`src/rtl/button_event_decoder.sv`:
```
// button_event_decoder
// Turns a debounced, active-low button level into one-cycle press, release,
// long-press and auto-repeat events, plus a held-level flag. All outputs are
// registered. The long and repeat thresholds are run-time inputs.

module button_event_decoder (
  input  logic        i_clk,
  input  logic        i_reset,
  input  logic        i_switch,
  input  logic [31:0] i_long_limit,
  input  logic [31:0] i_repeat_limit,
  output logic        o_press,
  output logic        o_release,
  output logic        o_long,
  output logic        o_repeat,
  output logic        o_held
);

  localparam logic [1:0] ST_IDLE  = 2'd0;
  localparam logic [1:0] ST_PRESS = 2'd1;
  localparam logic [1:0] ST_LONG  = 2'd2;

  logic        prev_q, prev_d;
  logic [1:0]  state_q, state_d;
  logic [31:0] count_q, count_d;
  logic        press_q, press_d;
  logic        release_q, release_d;
  logic        long_q, long_d;
  logic        repeat_q, repeat_d;
  logic        held_q, held_d;

  logic        press_edge;
  logic        release_edge;

  // Edge detection against the previous sample; the button idles high.
  always_comb begin
    press_edge   = prev_q & ~i_switch;
    release_edge = ~prev_q & i_switch;
  end

  // Next-state, counter and event decode. Release wins over long/repeat, and
  // the >= compares let a lowered limit fire on the very next cycle.
  always_comb begin
    prev_d    = i_switch;
    state_d   = state_q;
    count_d   = count_q;
    press_d   = 1'b0;
    release_d = 1'b0;
    long_d    = 1'b0;
    repeat_d  = 1'b0;

    case (state_q)
      ST_IDLE: begin
        count_d = '0;
        if (press_edge) begin
          press_d = 1'b1;
          state_d = ST_PRESS;
        end
      end

      ST_PRESS: begin
        if (release_edge) begin
          release_d = 1'b1;
          count_d   = '0;
          state_d   = ST_IDLE;
        end else if ((i_long_limit != 32'd0) && (count_q >= i_long_limit)) begin
          long_d  = 1'b1;
          count_d = '0;
          state_d = ST_LONG;
        end else if (i_long_limit == 32'd0) begin
          count_d = '0;
        end else begin
          count_d = count_q + 32'd1;
        end
      end

      ST_LONG: begin
        if (release_edge) begin
          release_d = 1'b1;
          count_d   = '0;
          state_d   = ST_IDLE;
        end else if ((i_repeat_limit != 32'd0) && (count_q >= i_repeat_limit)) begin
          repeat_d = 1'b1;
          count_d  = '0;
        end else if (i_repeat_limit != 32'd0) begin
          count_d = count_q + 32'd1;
        end
      end

      default: begin
        count_d = '0;
        state_d = ST_IDLE;
      end
    endcase

    held_d = (state_d != ST_IDLE);
  end

  // State, counter and registered outputs; the previous sample resets high.
  always_ff @(posedge i_clk or negedge i_reset) begin
    if (!i_reset) begin
      prev_q    <= 1'b1;
      state_q   <= ST_IDLE;
      count_q   <= '0;
      press_q   <= 1'b0;
      release_q <= 1'b0;
      long_q    <= 1'b0;
      repeat_q  <= 1'b0;
      held_q    <= 1'b0;
    end else begin
      prev_q    <= prev_d;
      state_q   <= state_d;
      count_q   <= count_d;
      press_q   <= press_d;
      release_q <= release_d;
      long_q    <= long_d;
      repeat_q  <= repeat_d;
      held_q    <= held_d;
    end
  end

  assign o_press   = press_q;
  assign o_release = release_q;
  assign o_long    = long_q;
  assign o_repeat  = repeat_q;
  assign o_held    = held_q;

endmodule

```
`config.mk`:
```
export PLATFORM = sky130hd
export DESIGN_NAME = button_event_decoder
export DESIGN_NICKNAME = d
export VERILOG_FILES = /design/src/rtl/button_event_decoder.sv
export SDC_FILE = /design/constraint.sdc
export NUM_CORES = 1
export LEC_CHECK = 0
export ABC_AREA = 1
export BUFFER_PORTS_ARGS = -buffer_cell sky130_fd_sc_hd__buf_2
export CAP_MARGIN = 20
export CORE_MARGIN = 2
export CORE_UTILIZATION = 53
export CTS_CLUSTER_SIZE = 10
export DETAILED_ROUTE_END_ITERATION = 6
export PLACE_DENSITY_LB_ADDON = 0.1
export SYNTH_ARGS = -nofsm -noshare
export SYNTH_HDL_FRONTEND = slang
export SYNTH_SLANG_ARGS = --single-unit
```
`constraint.sdc`:
```
create_clock -name i_clk -period 2.05 [get_ports i_clk]
set_input_delay 0.3075 -clock i_clk [delete_from_list [all_inputs] [get_ports i_clk]]
set_output_delay 0.3075 -clock i_clk [all_outputs]
set_load 0.02 [all_outputs]
```
# Word-level counts from Yosys, hierarchy flattened
# Index checks and enable logic that the tools add are counted.
# W data, S select, Z words.
# op_classes
n_reduce_logical	8
n_lt_le_gt_ge	2
eq_ne	3
n_addsub	1
bitwise_logic	4
mux	22
# op_table
op	count
$mux W32	6
$ge A32 B32 Y1	2
$pmux W32 S2	1
$reduce_bool A32 Y1	2
$add A32 B1 Y32 const B	1
$logic_not A32 Y1	1
$mux W1	10
$mux W2	4
$pmux W2 S3	1
$ne A4 B4 Y1 const B	1
$and A1 B1 Y1	2
$eq A2 B1 Y1 const B	1
$eq A2 B2 Y1 const B	1
$logic_and A1 B1 Y1	2
$logic_not A2 Y1	1
$not A1 Y1	2
$reduce_bool A2 Y1	1
$reduce_or A2 Y1	1
# totals
output_inout_bits	5
elab_cells	48
inputBits	67
reg_bits	40

# Depth between registers and ports, before layout
# logic_depth
word_depth	6
mapped_depth	20
mapped_depth_nobuf	20

# Worst setup path after synthesis
# Ideal clock, no wire load.
# synth_timing
path_type	reg-to-reg
startpoint	register count_q[29]
endpoint	register count_q[30]
setup_ps	116
t_arrival_ps	1803
setup_slack_ps	131
n_path_buf	1
period_less_slack_ps	1919
t_required_ps	1934
path_stages_with_launch	14
cell_sequence	dfrtp_1 -> ha_1 -> nand2_1 -> nor2_1 -> nand4_1 -> nor2_1 -> nand4_1 -> nand3_1 -> nand2_2 -> nand2_1 -> nand2_2 -> buf_4 -> nand2_1 -> nand2_1
# synth_between
elab_chain_len	5
elab_cells_between_ends	13
cone_classes	add/sub: 1; order compare: 2; eq/ne: 1; mux: 7; reduce/logical: 2
# synth_rtl
element	line	text
start: declaration	25	logic [31:0] count_q, count_d;
start signal: assignment	113	count_q <= count_d;
$add A32 B1 Y32 (tied with other cells)	73, 86	
$mux W32 (tied with other cells)	85	end else if (i_repeat_limit != 32'd0) begin
$mux W32, on equally long branches	82, 66	
$mux W32, on equally long branches	78, 62	
$pmux W32 S2	52	case (state_q)
# Parallel ways exist; a longest one is shown, timed or not. The select of a mux whose other input is x is not followed.
# A chain may end at the register's enable or synchronous reset.

# Final worst setup path
# layout_timing
startpoint	register count_q[23]
endpoint	register count_q[9]
# layout_between
elab_chain_len	5
elab_cells_between_ends	10
cone_classes	order compare: 2; eq/ne: 1; mux: 5; reduce/logical: 2
# layout_rtl
element	line
$ge A32 B32 Y1, on equally long branches	82, 66
$logic_and A1 B1 Y1, on equally long branches	82, 66
$mux W32, on equally long branches	82, 66
$mux W32, on equally long branches	78, 62
$pmux W32 S2	52
# Parallel ways exist; a longest one is shown, timed or not.

==> results.sh <==
export IMPL_async_flop_share_pct=100
export IMPL_cts_root_buffer="clkbuf_8"
export IMPL_io_pins=72
export IMPL_slowest_stage="dfrtp_1"
export IMPL_place_inst=910
export IMPL_fin_ws_ns=-0.128
export IMPL_holdWs_ns=0.110
export IMPL_synth_top_area_share_pct=21.8
export IMPL_fmax_mhz=459
export IMPL_min_period_ns=2.18
export IMPL_drtIter0Drc=337
export IMPL_vias_per_cell=5.33
export IMPL_yosysWarnings=0
export IMPL_wl_per_cell_um=14.1
export IMPL_num_rows=33
export IMPL_gr_usage_met1_pct=35.3
export IMPL_die_area_um2=9220
export IMPL_p_int_uw=1590
export IMPL_switching_share_pct=36.8
export IMPL_drt_wl_total_um=13100
export IMPL_area_growth_pct=32.7
export IMPL_cts_sinks=40
export IMPL_coreArea_um2=8220
export IMPL_cts_root_to_sink_buffers=2
export IMPL_fin_crit_sh_pct=106
export IMPL_syn_area_um2=4490
export IMPL_power_frac_clock_pct=26.1
export IMPL_cts_tree="built"
export IMPL_initial_utilization_pct=54.6
export IMPL_cp_end_kind="flop"
export IMPL_worstPathCellList="ha_1, nand2_1, nor2_2, nand4_1, nor2_1, nand4_1, nand3_2, nand2_2, nand2_2, nand2_4, clkbuf_16, nand2_2, nand2_1"
export IMPL_nets=959
export IMPL_final_util_pct=72.4
export IMPL_worstSetupStartpoint="count_q[23]$_DFFE_PN0P_"
export IMPL_p_total_uw=2520
export IMPL_portBuffers=71
export IMPL_hp_class="in2reg"
export IMPL_grt_pass1_vias=4567
export IMPL_combPwrFrac_pct=40.5
export IMPL_ys_seq_area_share_pct=22.3
export IMPL_r2r_start="count_q[23]$_DFFE_PN0P_"
export IMPL_vias=4956
export IMPL_antenna_found_initial=0
export IMPL_hold_viol_final=0
export IMPL_p_leak_uw=0.00343
export IMPL_grt_max_degree=41
export IMPL_ys_types=34
export IMPL_critPathKind="reg2reg"
export IMPL_slowest_delay_ns=0.42
export IMPL_setup_violations=34
export IMPL_synth_ff_type="dfrtp_1"
export IMPL_cp_max_fo=7
export IMPL_fp_dieW_um=96.0
export IMPL_slew_headroom_pct=73.6
export IMPL_n_fill_cell=671
export IMPL_worstMarginPinSlew_ns=0.393
export IMPL_ant_nets=0
export IMPL_drcViolationCount=0
export IMPL_required_ns=2.24
export IMPL_dr_pass1_iters=5
export IMPL_multi_input_area_um2=3320
export IMPL_met2_usage_pct=48.4
export IMPL_grt_use_met3_pct=3.29
export IMPL_insertion_delay_ns=0.30
export IMPL_seqPwrFrac_pct=33.4
export IMPL_syn_nets=824
export IMPL_overflow=0
export IMPL_placed_area_um2=5360
export IMPL_regArea_um2=1010
export IMPL_synth_area_leader_cell="dfrtp_1"
export IMPL_ys_ff_latch=40
export IMPL_drive_gt1_share_pct=29.2
export IMPL_synth_edf_count=0
export IMPL_syn_area_per_cell_um2=6.52
export IMPL_rsz0062_at_grt="true"
export IMPL_die_h_um=96.0
export IMPL_status="complete, but fails checks"
export IMPL_vdd_drop_max_mv=0.452
export IMPL_startpoint_type="flop"
export IMPL_fin_cells=929
export IMPL_gp_congestion=0.907
export IMPL_maxCapViolCount=0
export IMPL_synthCells=688
export IMPL_htree_levels=2
export IMPL_power_density_nw_per_um2=424
export IMPL_fin_area_um2=5950
export IMPL_fin_skew_ns=0.00450
export IMPL_hold_start="i_switch"
export IMPL_gr_max_usage_layer="met2"
export IMPL_n_antenna_cell=0
export IMPL_switchingPower_uw=929
export IMPL_grt_pass1_wl_um=19800
export IMPL_final_max_slew_viol_count=0
export IMPL_hpwl_um=9860
export IMPL_arrival_ns=2.37
export IMPL_grt_usage_pct=27.3
export IMPL_cp_common_cell="nand2_2"
export IMPL_violations="setup timing"
export IMPL_numCtsBuffers=5
export IMPL_clk_pin_slew_ns=0.08
export IMPL_synth_area_top_cells="dfrtp_1, ha_1, nand2_1, inv_1, nor2_1"
cells in the mapped netlist, types with 3 or more instances:
library cell,n
ha_1,69
nor2_1,68
xor2_1,11
dfrtp_1,39
nor4_1,6
nand4_1,30
inv_1,114
nand2_1,213
inv_2,9
clkbuf_1,4
nor3_1,12
nand3_1,19
o21ai_1,3
o21a_1,4
o21ai_0,14
a31oi_1,4
nor3_2,4
nor2_2,3
xnor2_1,7
a21oi_1,35
nand2_2,5
path summary, 6_finish.rpt:
kind	endpoint	slack (ns)	cells past startpoint
hold reg to reg	o_press$_DFF_PN0_	0.52	2
hold / removal	prev_q$_DFF_PN1_	0.11	1
setup reg to reg	count_q[9]$_DFFE_PN0P_	-0.13	13
min in group asynchronous	count_q[22]$_DFFE_PN0P_	0.50	3
setup / recovery	count_q[9]$_DFFE_PN0P_	-0.13	13
max in group asynchronous	prev_q$_DFF_PN1_	1.29	3
placed cells by master, fill, tap and decap left out, types with 2 or more instances in the layout:
master and count:
o21ai_1 5, nor4_1 6, inv_1 114, inv_2 9, nand3_2 3, nor4_2 2
dfrtp_2 3, buf_4 56, nand2_4 10, a31oi_1 4, dfrtp_1 36, xnor2_1 7
nor3_2 6, a21oi_2 5, nand3_1 16, nor3_1 10, xor2_1 11, nor2_4 3
nor2_2 8, buf_6 4, clkbuf_8 5, nor2_1 61, buf_12 2, nand2_1 174
nand2_2 35, clkbuf_16 2, buf_2 71, a21oi_1 29, ha_4 9, ha_1 60
nand4_1 30, o21ai_0 11, o21a_1 4
cell families (layout without fill, tap and decap cells):
group / count (synthesis) / in the layout / share of synthesized area, %
AND/OR/NAND/NOR: 367 / 367 / 36.1
adder cells (fa/ha/maj): 69 / 69 / 19.2
buffers and inverters: 131 / 267 / 11.3
AO/OA/AOI/OAI: 63 / 63 / 7.59
XOR/XNOR: 18 / 18 / 3.51
flip-flops: 40 / 40 / 22.3
power groups by stage:
stage,Clock [µW],Combinational [µW],Sequential [µW]
floorplan,0,441,885
global placement,0,754,858
detailed placement,0,774,860
CTS,674,783,844
global route,695,1120,848
finish,659,1020,843
registers in the layout, indices dropped and copies added (netlist names):
signal     cells
o_long         1
o_held         1
o_release      1
o_press        1
o_repeat       1
prev_q         1
count_q       32
state_q        2
cell type report:
type / count / area share [%]
multi-input cells: 517 / 55.8
clock buffers: 5 / 1.16
flip-flops and latches: 40 / 16.9
well taps: 105 / 2.21
repair buffers: 136 / 15.5
inverters: 123 / 7.76
clock inverters: 3 / 0.715
worst max-delay path, delay by kind of cell (launching register included):
kind | cells | cell delay, ns
adders and majority gates | 1 | 0.32
buffers and inverters | 1 | 0.19
DFF | 1 | 0.42
and+or+nand+nor | 11 | 1.12
through the flow:
| step | setup slack [ns] | TNS, ns |
|---|---|---|
| floorplan | 0.131 | 0 |
| global placement | -0.176 | -4.60 |
| detailed placement | -0.184 | -4.81 |
| CTS | -0.0828 | -1.65 |
| global route | -0.203 | -5.61 |
| finish | -0.128 | -2.76 |
per-layer routing:
layer | share of wire [%] | vias up
met1 | 43 | 2312
met2 | 50 | 140
met5 | 0 | -
li1 | - | 2481
met3 | 4.6 | 23
met4 | 1.9 | 0
repair_timing:
action	in CTS	in global routing
pin swaps	9	22
gates cloned	0	3
setup endpoints to repair	35	37
hold buffers	1	0
hold endpoints to repair	39	0
setup buffers	2	5
resized for setup	12	76
No activity file was read; power rests on OpenSTA's default activity.
